## config.mk

```make
export PLATFORM = sky130hd
export DESIGN_NAME = can_rx_sequencer
export DESIGN_NICKNAME = d
export VERILOG_FILES = /design/src/rtl/can_pkg.sv /design/src/rtl/flex_counter.sv /design/src/rtl/can_rx_sequencer.sv
export SDC_FILE = /design/constraint.sdc
export NUM_CORES = 1
export LEC_CHECK = 0
export ABC_AREA = 1
export BUFFER_PORTS_ARGS = -buffer_cell sky130_fd_sc_hd__buf_2
export CAP_MARGIN = 20
export CORE_ASPECT_RATIO = 0.9
export CORE_MARGIN = 3
export CORE_UTILIZATION = 36
export CTS_CLUSTER_DIAMETER = 30
export CTS_CLUSTER_SIZE = 30
export DETAILED_ROUTE_END_ITERATION = 8
export HOLD_SLACK_MARGIN = 0.1
export PLACE_DENSITY = 0.53
export SYNTH_ARGS = -nofsm -noshare
export SYNTH_HDL_FRONTEND = slang
export SYNTH_SLANG_ARGS = --single-unit
```

## constraint.sdc

```tcl
create_clock -name clk -period 1.95 [get_ports clk]
set_input_delay 0.195 -clock clk [delete_from_list [all_inputs] [get_ports clk]]
set_output_delay 0.195 -clock clk [all_outputs]
set_load 0.03 [all_outputs]
```

## src/rtl/can_pkg.sv

```systemverilog
// Shared types and field lengths for the CAN 2.0A receive path.
package can_pkg;

    typedef enum logic [3:0] {
        IDLE, ID, RTR, IDE, R0, DLC, DATA, CRC,
        CRC_DEL, ACK_SLOT, ACK_DEL, EOF, DONE, ERR
    } rx_state_t;

    localparam int ID_BITS  = 11;
    localparam int DLC_BITS = 4;
    localparam int CRC_BITS = 15;

    typedef enum logic [1:0] {
        ERR_NONE  = 2'd0,
        ERR_STUFF = 2'd1,
        ERR_FORM  = 2'd2,
        ERR_CRC   = 2'd3
    } err_code_t;

    // DLC values above the buffer depth still carry only max_dlc bytes.
    function automatic logic [3:0] clamp_dlc(input logic [3:0] dlc, input int max_dlc);
        if (int'(dlc) > max_dlc) return 4'(max_dlc);
        return dlc;
    endfunction

endpackage

```

## src/rtl/flex_counter.sv

```systemverilog
// Enabled up-counter that wraps to zero after reaching a loadable rollover value.
module flex_counter #(
    parameter int NUM_CNT_BITS = 4
) (
    input  logic                    clk,
    input  logic                    n_rst,
    input  logic                    clear,
    input  logic                    count_enable,
    input  logic [NUM_CNT_BITS-1:0] rollover_val,
    output logic [NUM_CNT_BITS-1:0] count_out
);

    always_ff @(posedge clk) begin
        if (!n_rst) begin
            count_out <= '0;
        end else if (clear) begin
            count_out <= '0;
        end else if (count_enable) begin
            count_out <= (count_out == rollover_val) ? '0 : count_out + NUM_CNT_BITS'(1);
        end
    end

endmodule

```

## src/rtl/can_rx_sequencer.sv

```systemverilog
// Frame-level CAN 2.0A receive controller: walks the destuffed bit stream field by
// field, captures ID/DLC/data, gates the CRC comparator, drives ACK and reports status.
module can_rx_sequencer
    import can_pkg::*;
#(
    parameter int MAX_DLC  = 8,
    parameter int EOF_BITS = 7
) (
    input  logic        clk,
    input  logic        n_rst,
    input  logic        bit_valid,
    input  logic        rxd,
    input  logic        stuff_err,
    input  logic        crc_ok,
    input  logic        listen_only,
    output logic        crc_check_en,
    output logic        ack_drive,
    output logic [10:0] rx_id,
    output logic        rx_rtr,
    output logic [3:0]  rx_dlc,
    output logic [7:0]  rx_byte,
    output logic        byte_valid,
    output logic        frame_done,
    output logic        frame_ok,
    output logic [1:0]  err_code
);

    rx_state_t  state, state_nxt;
    err_code_t  err_now;
    logic       stuff_active, form_bad, error_hit;
    logic [3:0] cnt, cnt_roll;
    logic       cnt_en, cnt_clear, field_last;
    logic [3:0] byte_cnt, byte_cnt_nxt;
    logic [6:0] data_cnt, data_last_idx;
    logic [6:0] data_shift;

    assign byte_cnt      = clamp_dlc(rx_dlc, MAX_DLC);
    assign byte_cnt_nxt  = clamp_dlc({rx_dlc[2:0], rxd}, MAX_DLC);
    assign data_last_idx = {byte_cnt, 3'b000} - 7'd1;
    assign crc_check_en  = (state == CRC) || (state == CRC_DEL);
    assign field_last    = (cnt == cnt_roll);

    // Stuffing is only live from ID through CRC; errors resolve stuff > form > crc.
    always_comb begin
        stuff_active = state inside {ID, RTR, IDE, R0, DLC, DATA, CRC};
        form_bad     = ((state == IDE) && rxd) ||
                       ((state inside {CRC_DEL, ACK_DEL, EOF}) && !rxd);
        if (stuff_active && stuff_err)         err_now = ERR_STUFF;
        else if (form_bad)                     err_now = ERR_FORM;
        else if ((state == CRC_DEL) && !crc_ok) err_now = ERR_CRC;
        else                                   err_now = ERR_NONE;
        error_hit = bit_valid && (err_now != ERR_NONE);
    end

    always_comb begin
        case (state)
            ID:       cnt_roll = 4'(ID_BITS - 1);
            DLC:      cnt_roll = 4'(DLC_BITS - 1);
            CRC:      cnt_roll = 4'(CRC_BITS - 1);
            EOF, ERR: cnt_roll = 4'(EOF_BITS - 1);
            default:  cnt_roll = 4'd0;
        endcase
        cnt_en    = bit_valid && !error_hit &&
                    ((state inside {ID, DLC, CRC, EOF}) || ((state == ERR) && rxd));
        cnt_clear = error_hit || (bit_valid && (state == ERR) && !rxd);
    end

    flex_counter #(.NUM_CNT_BITS(4)) u_field_cnt (
        .clk          (clk),
        .n_rst        (n_rst),
        .clear        (cnt_clear),
        .count_enable (cnt_en),
        .rollover_val (cnt_roll),
        .count_out    (cnt)
    );

    always_comb begin
        state_nxt = state;
        if (state == DONE) begin
            state_nxt = IDLE;
        end else if (error_hit) begin
            state_nxt = ERR;
        end else if (bit_valid) begin
            case (state)
                IDLE:     if (!rxd) state_nxt = ID;
                ID:       if (field_last) state_nxt = RTR;
                RTR:      state_nxt = IDE;
                IDE:      state_nxt = R0;
                R0:       state_nxt = DLC;
                DLC:      if (field_last)
                              state_nxt = (!rx_rtr && (byte_cnt_nxt != 4'd0)) ? DATA : CRC;
                DATA:     if (data_cnt == data_last_idx) state_nxt = CRC;
                CRC:      if (field_last) state_nxt = CRC_DEL;
                CRC_DEL:  state_nxt = ACK_SLOT;
                ACK_SLOT: state_nxt = ACK_DEL;
                ACK_DEL:  state_nxt = EOF;
                EOF:      if (field_last) state_nxt = DONE;
                ERR:      if (rxd && field_last) state_nxt = IDLE;
                default:  state_nxt = IDLE;
            endcase
        end
    end

    always_ff @(posedge clk) begin
        if (!n_rst) begin
            state      <= IDLE;
            ack_drive  <= 1'b0;
            rx_id      <= '0;
            rx_rtr     <= 1'b0;
            rx_dlc     <= '0;
            rx_byte    <= '0;
            byte_valid <= 1'b0;
            frame_done <= 1'b0;
            frame_ok   <= 1'b0;
            err_code   <= ERR_NONE;
            data_cnt   <= '0;
            data_shift <= '0;
        end else begin
            state      <= state_nxt;
            byte_valid <= 1'b0;
            frame_done <= 1'b0;
            if (state == DONE) begin
                frame_done <= 1'b1;
                frame_ok   <= 1'b1;
                err_code   <= ERR_NONE;
            end else if (error_hit) begin
                frame_done <= 1'b1;
                frame_ok   <= 1'b0;
                err_code   <= err_now;
                ack_drive  <= 1'b0;
                data_cnt   <= '0;
            end else if (bit_valid) begin
                case (state)
                    IDLE: if (!rxd) begin
                        rx_id    <= '0;
                        rx_rtr   <= 1'b0;
                        rx_dlc   <= '0;
                        data_cnt <= '0;
                    end
                    ID:  rx_id  <= {rx_id[9:0], rxd};
                    RTR: rx_rtr <= rxd;
                    DLC: rx_dlc <= {rx_dlc[2:0], rxd};
                    DATA: begin
                        data_shift <= {data_shift[5:0], rxd};
                        if (data_cnt[2:0] == 3'd7) begin
                            rx_byte    <= {data_shift, rxd};
                            byte_valid <= 1'b1;
                        end
                        data_cnt <= (data_cnt == data_last_idx) ? 7'd0 : data_cnt + 7'd1;
                    end
                    CRC_DEL:  ack_drive <= crc_ok && !listen_only;
                    ACK_SLOT: ack_drive <= 1'b0;
                    default: ;
                endcase
            end
        end
    end

endmodule

```

==> impl_metrics.tcl, run 1 <==
set metrics [dict create \
    synth_fa_ha_area_share_pct 1.852 \
    period_minus_slack_ns 1.989 \
    crit_path_end "state[0]$_SDFFE_PP0P_" \
    cts-root-buf "clkbuf_8" \
    async_flop_share_pct 0 \
    synth_area_leaders "dfxtp_1 39%, nand2_1 14%, nor2_1 8.1%" \
    gp_congestion 0.8415 \
    grt_pass1_wl_microns 11630 \
    routed-via-count 2699 \
    syn-num-nets 415 \
    grtUsageTotal_pct 16.25 \
    ys_seq_elements 52 \
    place_area_sq_um 3169 \
    max-slew-margin-rel_pct 73.01 \
    whs_path_depth 3 \
    ys_seq_area_share_pct 38.52 \
    arrival_ns 2.20 \
    drtIter0Drc 128 \
    synth_top_family_by_area "simple AND/OR/NAND/NOR gates" \
    synth.cell_area_sq_um 2703 \
    r2r-end "state[0]$_SDFFE_PP0P_" \
    seq_power_share_pct 34.3 \
    h-tree-depth 2 \
    power_leakage_nw 1.667 \
    power.switching_mw 1.564 \
    synth.distinct_cells 32 \
    wl_microns 6774 \
    pwr-share-comb_pct 45.1 \
    end_kind "flop" \
    cts_tree "done" \
    die_w_microns 97.33 \
    finalCritPeriodShare_pct 102.0 \
    postSynthAreaPerCell_sq_um 6.690 \
    dr.pass1.iters 4 \
    cts.path.max_buffers 2 \
    coreArea_sq_um 7184 \
    ant_nets 0 \
    worst_pin_slew_ns 0.4033 \
    peakVddDrop_mv 0.4932 \
    dp_hpwl_microns 5027 \
    final_cell_area_sq_um 3483 \
    vias_per_cell 4.719 \
    wl_per_cell_microns 11.84 \
    crit_required_ns 2.16 \
    worstPathMaxFanout 5 \
    grt_pass1_vias 2542 \
    cts_made_buffers 5 \
    reg2reg_from "rx_dlc[0]$_SDFFE_PN0P_" \
    drive_gt1_share_pct 29.02 \
    syn_inst 404 \
    rows 29 \
    synth_area_leader_cell "dfxtp_1" \
    final.setup.tns_ns -0.09740 \
    drc 0 \
    clkLatencyLatePin_ns 0.31 \
    synth_simple_gate_area_share_pct 36.71 \
    overflow 0 \
    power_mw 3.839 \
    ios 38 \
    grt_setup_unrepaired "true" \
    fin_ws_ns -0.03884 \
    final-hold-violation-count 0 \
    final_max_slew_viol_count 0 \
    crit_start "rx_dlc[0]$_SDFFE_PN0P_" \
    pwr-share-clk_pct 20.6 \
    layout_commonest_cell "nand2_1" \
    synth-edff-count 0 \
    violations "setup timing" \
    synth_compound_gate_area_share_pct 12.04 \
    timing.fmax_mhz 502.8 \
    antenna_cells 0 \
    clock_sinks 52 \
    power.internal_mw 2.276 \
    path_class "reg2reg" \
    hp-class "in2reg" \
    start_util_pct 37.62 \
    yosysWarnings 0 \
    path_clk_slew_ns 0.10 \
    r2r_slack_ns -0.04 \
    seqCellArea_sq_um 1059 \
    drv_cap 0 \
    antenna_found_initial 0 \
    n_fill_cell 765 \
    fin_nets 489 \
    synthFlopType "dfxtp_1" \
    start_kind "flop" \
    power_switching_share_pct 40.73 \
    synth.top_cell.area_share_pct 38.52 \
    grt_max_degree 27 \
    powerDensity_nw_per_um2 1102 \
    die_h_microns 88.20 \
    multi_input_area_sq_um 1478 \
    holdBufCountCts 0 \
    finalSetupViolations 4 \
    status "finished with violations" \
    synth_mux_area_share_pct 0 \
    synth_xor_xnor_area_share_pct 0.9722 \
    skew_ns 0.01391 \
    synthToLayoutAreaGrowth_pct 28.89 \
    mostFrequentLayoutCells "96 x nand2_1, 55 x nor2_1, 44 x inv_1, 44 x dfxtp_1" \
    rr_worst_depth 14 \
    portBuffers 37 \
    die_area_sq_um 8584 \
]
## flip-flops by register name, summed over array words and instances, names as in the netlist
register               flops
ack_drive                  1
byte_valid                 1
data_cnt                   7
data_shift                 7
err_code                   2
frame_done                 1
frame_ok                   1
rx_byte                    8
rx_dlc                     4
rx_id                     11
rx_rtr                     1
state                      4
u_field_cnt.count_out      4
## power by group through the flow
stage	Combinational [mW]	Sequential, mW	Clock [mW]
2_1_floorplan	0.986	1.51	0
3_3_place_gp	1.64	1.33	0
3_5_place_dp	1.64	1.33	0
4_1_cts	1.67	1.31	0.821
5_1_grt	1.95	1.34	0.845
6_report	1.73	1.32	0.789
## synth_stat cells (5+ instances only)
master	instances
dfxtp_1	52
o21ai_1	14
inv_1	45
nor2_1	58
clkbuf_1	5
a21oi_1	28
inv_2	7
nand4_1	7
nand3_1	23
nor3_1	8
o21ai_0	11
nand2_1	102
nand2_2	8
## critical path, stage by stage, from the launching register on
cell and delay [ns]:
dfxtp_4 0.36, nor2_4 0.11, nand2_2 0.07, nand2_2 0.06, nand2_2 0.06, ha_4 0.27, nor2_2 0.03, nor3b_2 0.17
nand4_1 0.19, a21oi_4 0.25, nand2_2 0.10, nand2_1 0.06, nand3_1 0.06, nand2_1 0.06, inv_1 0.04
## cell type report
type	instances	area share (%)
multi-input cells	289	42.42
clock buffers	6	2.371
inverters	53	5.855
well taps	93	3.341
repair buffers	77	14.51
clock inverters	2	1.114
flip-flops and latches	52	30.39
## how the worst min path moves through the flow
| stage | endpoint | startpoint | slack (ns) |
|---|---|---|---|
| 6_report | data_shift[0]$_SDFFE_PN0P_ | n_rst | 0.20 |
| 5_1_grt | data_shift[0]$_SDFFE_PN0P_ | n_rst | 0.21 |
| 4_1_cts | data_shift[0]$_SDFFE_PN0P_ | n_rst | 0.19 |
| 3_5_place_dp | rx_byte[7]$_SDFFE_PN0P_ | rx_byte[7]$_SDFFE_PN0P_ | 0.46 |
| 3_3_place_gp | rx_byte[5]$_SDFFE_PN0P_ | rx_byte[5]$_SDFFE_PN0P_ | 0.45 |
| 2_1_floorplan | rx_byte[7]$_SDFFE_PN0P_ | data_shift[6]$_SDFFE_PN0P_ | 0.44 |
## per-layer routing
metal / wire length [microns] / vias up / track usage [%]
met5: 0 / - / 0
met3: 303 / 4 / 2.707
met4: 47 / 0 / 4.151
met1: 3378 / 1215 / 22.09
li1: - / 1427 / -
met2: 3046 / 53 / 27.19
## per-stage QoR
step	setup slack (ns)	std cells	hold WS [ns]	utilization [%]
floorplan	0.007394	404	0.4361	-
global placement	-0.005841	550	0.4524	44.11
detailed placement	-0.08179	550	0.4583	44.11
CTS	-0.01758	565	0.1905	46.71
global route	-0.2056	572	0.2088	48.48
finish	-0.03884	572	0.1987	48.48
## what timing repair did
action,CTS,global route
setup buffers,7,6
cloned,0,1
pin swaps,8,11
setup endpoints to repair,10,45
resized for setup,3,26
## kinds of logic after synthesis
kind of cell | after synthesis
XOR/XNOR | 3
AND/OR/NAND/NOR | 220
adder cells (fa/ha/maj) | 4
flip-flops | 52
AO/OA/AOI/OAI | 61
buffers and inverters | 64
Note: power is estimated with default switching activity, not from simulation.
==> run 2, diff against run 1 <==
- PLACE_DENSITY: 0.53 -> 0.51
- SLEW_MARGIN: not set -> 20
- clock period: 1.95 -> 2.22 ns (I/O delays scaled with it)
==> impl_metrics.tcl, run 2 (synthesis results as in run 1) <==
set metrics [dict create \
    antenna_found_initial 0 \
    routed-via-count 2519 \
    grt_pass1_wl_microns 11320 \
    finalCritPeriodShare_pct 92.19 \
    clock_sinks 52 \
    end_kind "flop" \
    max-slew-margin-rel_pct 74.29 \
    period_minus_slack_ns 2.047 \
    drtIter0Drc 100 \
    final-hold-violation-count 0 \
    timing.fmax_mhz 488.6 \
    clkLatencyLatePin_ns 0.30 \
    overflow 0 \
    wl_microns 6331 \
    drive_gt1_share_pct 19.46 \
    power_leakage_nw 1.499 \
    crit_start "rx_dlc[0]$_SDFFE_PN0P_" \
    wl_per_cell_microns 11.72 \
    worst_pin_slew_ns 0.3842 \
    mostFrequentLayoutCells "102 x nand2_1, 57 x nor2_1, 51 x dfxtp_1" \
    path_class "reg2reg" \
    h-tree-depth 2 \
    gp_congestion 0.8474 \
    grt_max_degree 28 \
    rows 29 \
    cts-root-buf "clkbuf_8" \
    seqCellArea_sq_um 1042 \
    cts.path.max_buffers 2 \
    drc 0 \
    layout_commonest_cell "nand2_1" \
    start_util_pct 37.62 \
    cts_made_buffers 5 \
    multi_input_area_sq_um 1410 \
    grtUsageTotal_pct 15.90 \
    antenna_cells 0 \
    coreArea_sq_um 7184 \
    dr.pass1.iters 4 \
    cts_tree "done" \
    fin_nets 458 \
    fin_ws_ns 0.1734 \
    grt_pass1_vias 2463 \
    worstPathMaxFanout 5 \
    status "finished, final reports clean" \
    skew_ns 0.003519 \
    n_fill_cell 785 \
    dp_hpwl_microns 4897 \
    reg2reg_from "rx_dlc[0]$_SDFFE_PN0P_" \
    ios 38 \
    top_register "rx_id" \
    die_area_sq_um 8584 \
    path_clk_slew_ns 0.09 \
    drv_cap 0 \
    powerDensity_nw_per_um2 1014 \
    vias_per_cell 4.665 \
    pre_cts_ws_ns 0.1212 \
    grt_setup_unrepaired "true" \
    reg_top3 "rx_id x11, rx_byte x8" \
    portBuffers 37 \
    largest_reg_flops 11 \
    synthToLayoutAreaGrowth_pct 16.99 \
    die_w_microns 97.33 \
    ant_nets 0 \
    peakVddDrop_mv 0.4172 \
    finalSetupViolations 0 \
    postLayoutCoreUtil_pct 44.01 \
    crit_required_ns 2.43 \
    place_area_sq_um 3008 \
    start_kind "flop" \
    final_max_slew_viol_count 0 \
    holdBufCountCts 0 \
    min_from "rxd" \
    die_h_microns 88.20 \
    arrival_ns 2.25 \
    hp-class "in2reg" \
    final_cell_area_sq_um 3162 \
    power_mw 3.205 \
]
-- run 2: cell count changes in the layout (fill, tap and decap cells not counted), moves of 2 or more --
cell,change
nor2_1,+2
nand2_1,+6
dfxtp_2,-4
buf_6,-2
nand2_2,-6
o21ai_0,+2
dfxtp_1,+7
o21ai_2,-3
dfxtp_4,-3
buf_4,-27
-- run 2: timing repair --
item,in CTS,in global routing
endpoints found under the setup margin,0,9
gates resized for setup,0,5
buffers inserted,0,1
-- run 2: through the flow --
stage / cells / TNS (ns) / hold slack (ns)
finish: 540 / 0 / 0.2161
floorplan: 404 / 0 / 0.4361
global route: 540 / -0.07028 / 0.2288
detailed placement: 532 / 0 / 0.4543
CTS: 539 / 0 / 0.2133
global placement: 532 / 0 / 0.4506
-- run 2: cell type report --
cell class / instances / share of cell area (%)
timing repair buffer: 47 / 8.231
clock buffer: 5 / 2.176
inverter: 53 / 6.450
multi-input combinational: 288 / 44.60
sequential: 52 / 32.96
tap: 93 / 3.680
clock inverter: 2 / 1.899
-- run 2: path summary, 6_finish.rpt --
check                             to  slack, ns  cells after the start
max            state[2]$_SDFFE_PP0P_       0.17                     15
min            rx_id[0]$_SDFFE_PN0P_       0.22                      3
max reg2reg    state[2]$_SDFFE_PP0P_       0.17                     15
min reg2reg  rx_byte[3]$_SDFFE_PN0P_       0.47                      2
-- run 2: power by group --
group          switching [mW]  internal, mW  total (mW)
clock                   0.313         0.444       0.756
combinational           0.899         0.402        1.30
sequential             0.0944          1.05        1.15
total                    1.31          1.90        3.20
-- run 2: metal layers --
| metal | global-route usage (%) | routed length, microns | vias to the layer above | share of wire, % |
|---|---|---|---|---|
| met5 | 0 | 0 | - | 0 |
| met2 | 24.69 | 2633 | 31 | 42 |
| met1 | 22.55 | 3414 | 1118 | 54 |
| met3 | 3.264 | 192 | 6 | 3.0 |
| li1 | - | - | 1364 | - |
| met4 | 4.528 | 90 | 0 | 1.4 |
-- run 2: worst max-delay path: stages (launching register included) --
cell and delay, ns:
dfxtp_2 0.36, nor2_2 0.14, nand2_1 0.09, nand2_1 0.07, nand2_1 0.05, ha_1 0.28
nand2_1 0.06, nor3b_2 0.15, nand4_1 0.15, a21oi_2 0.15, buf_4 0.14, nand2_2 0.08
nand2_1 0.06, nand3_1 0.07, nand2_1 0.06, inv_1 0.04
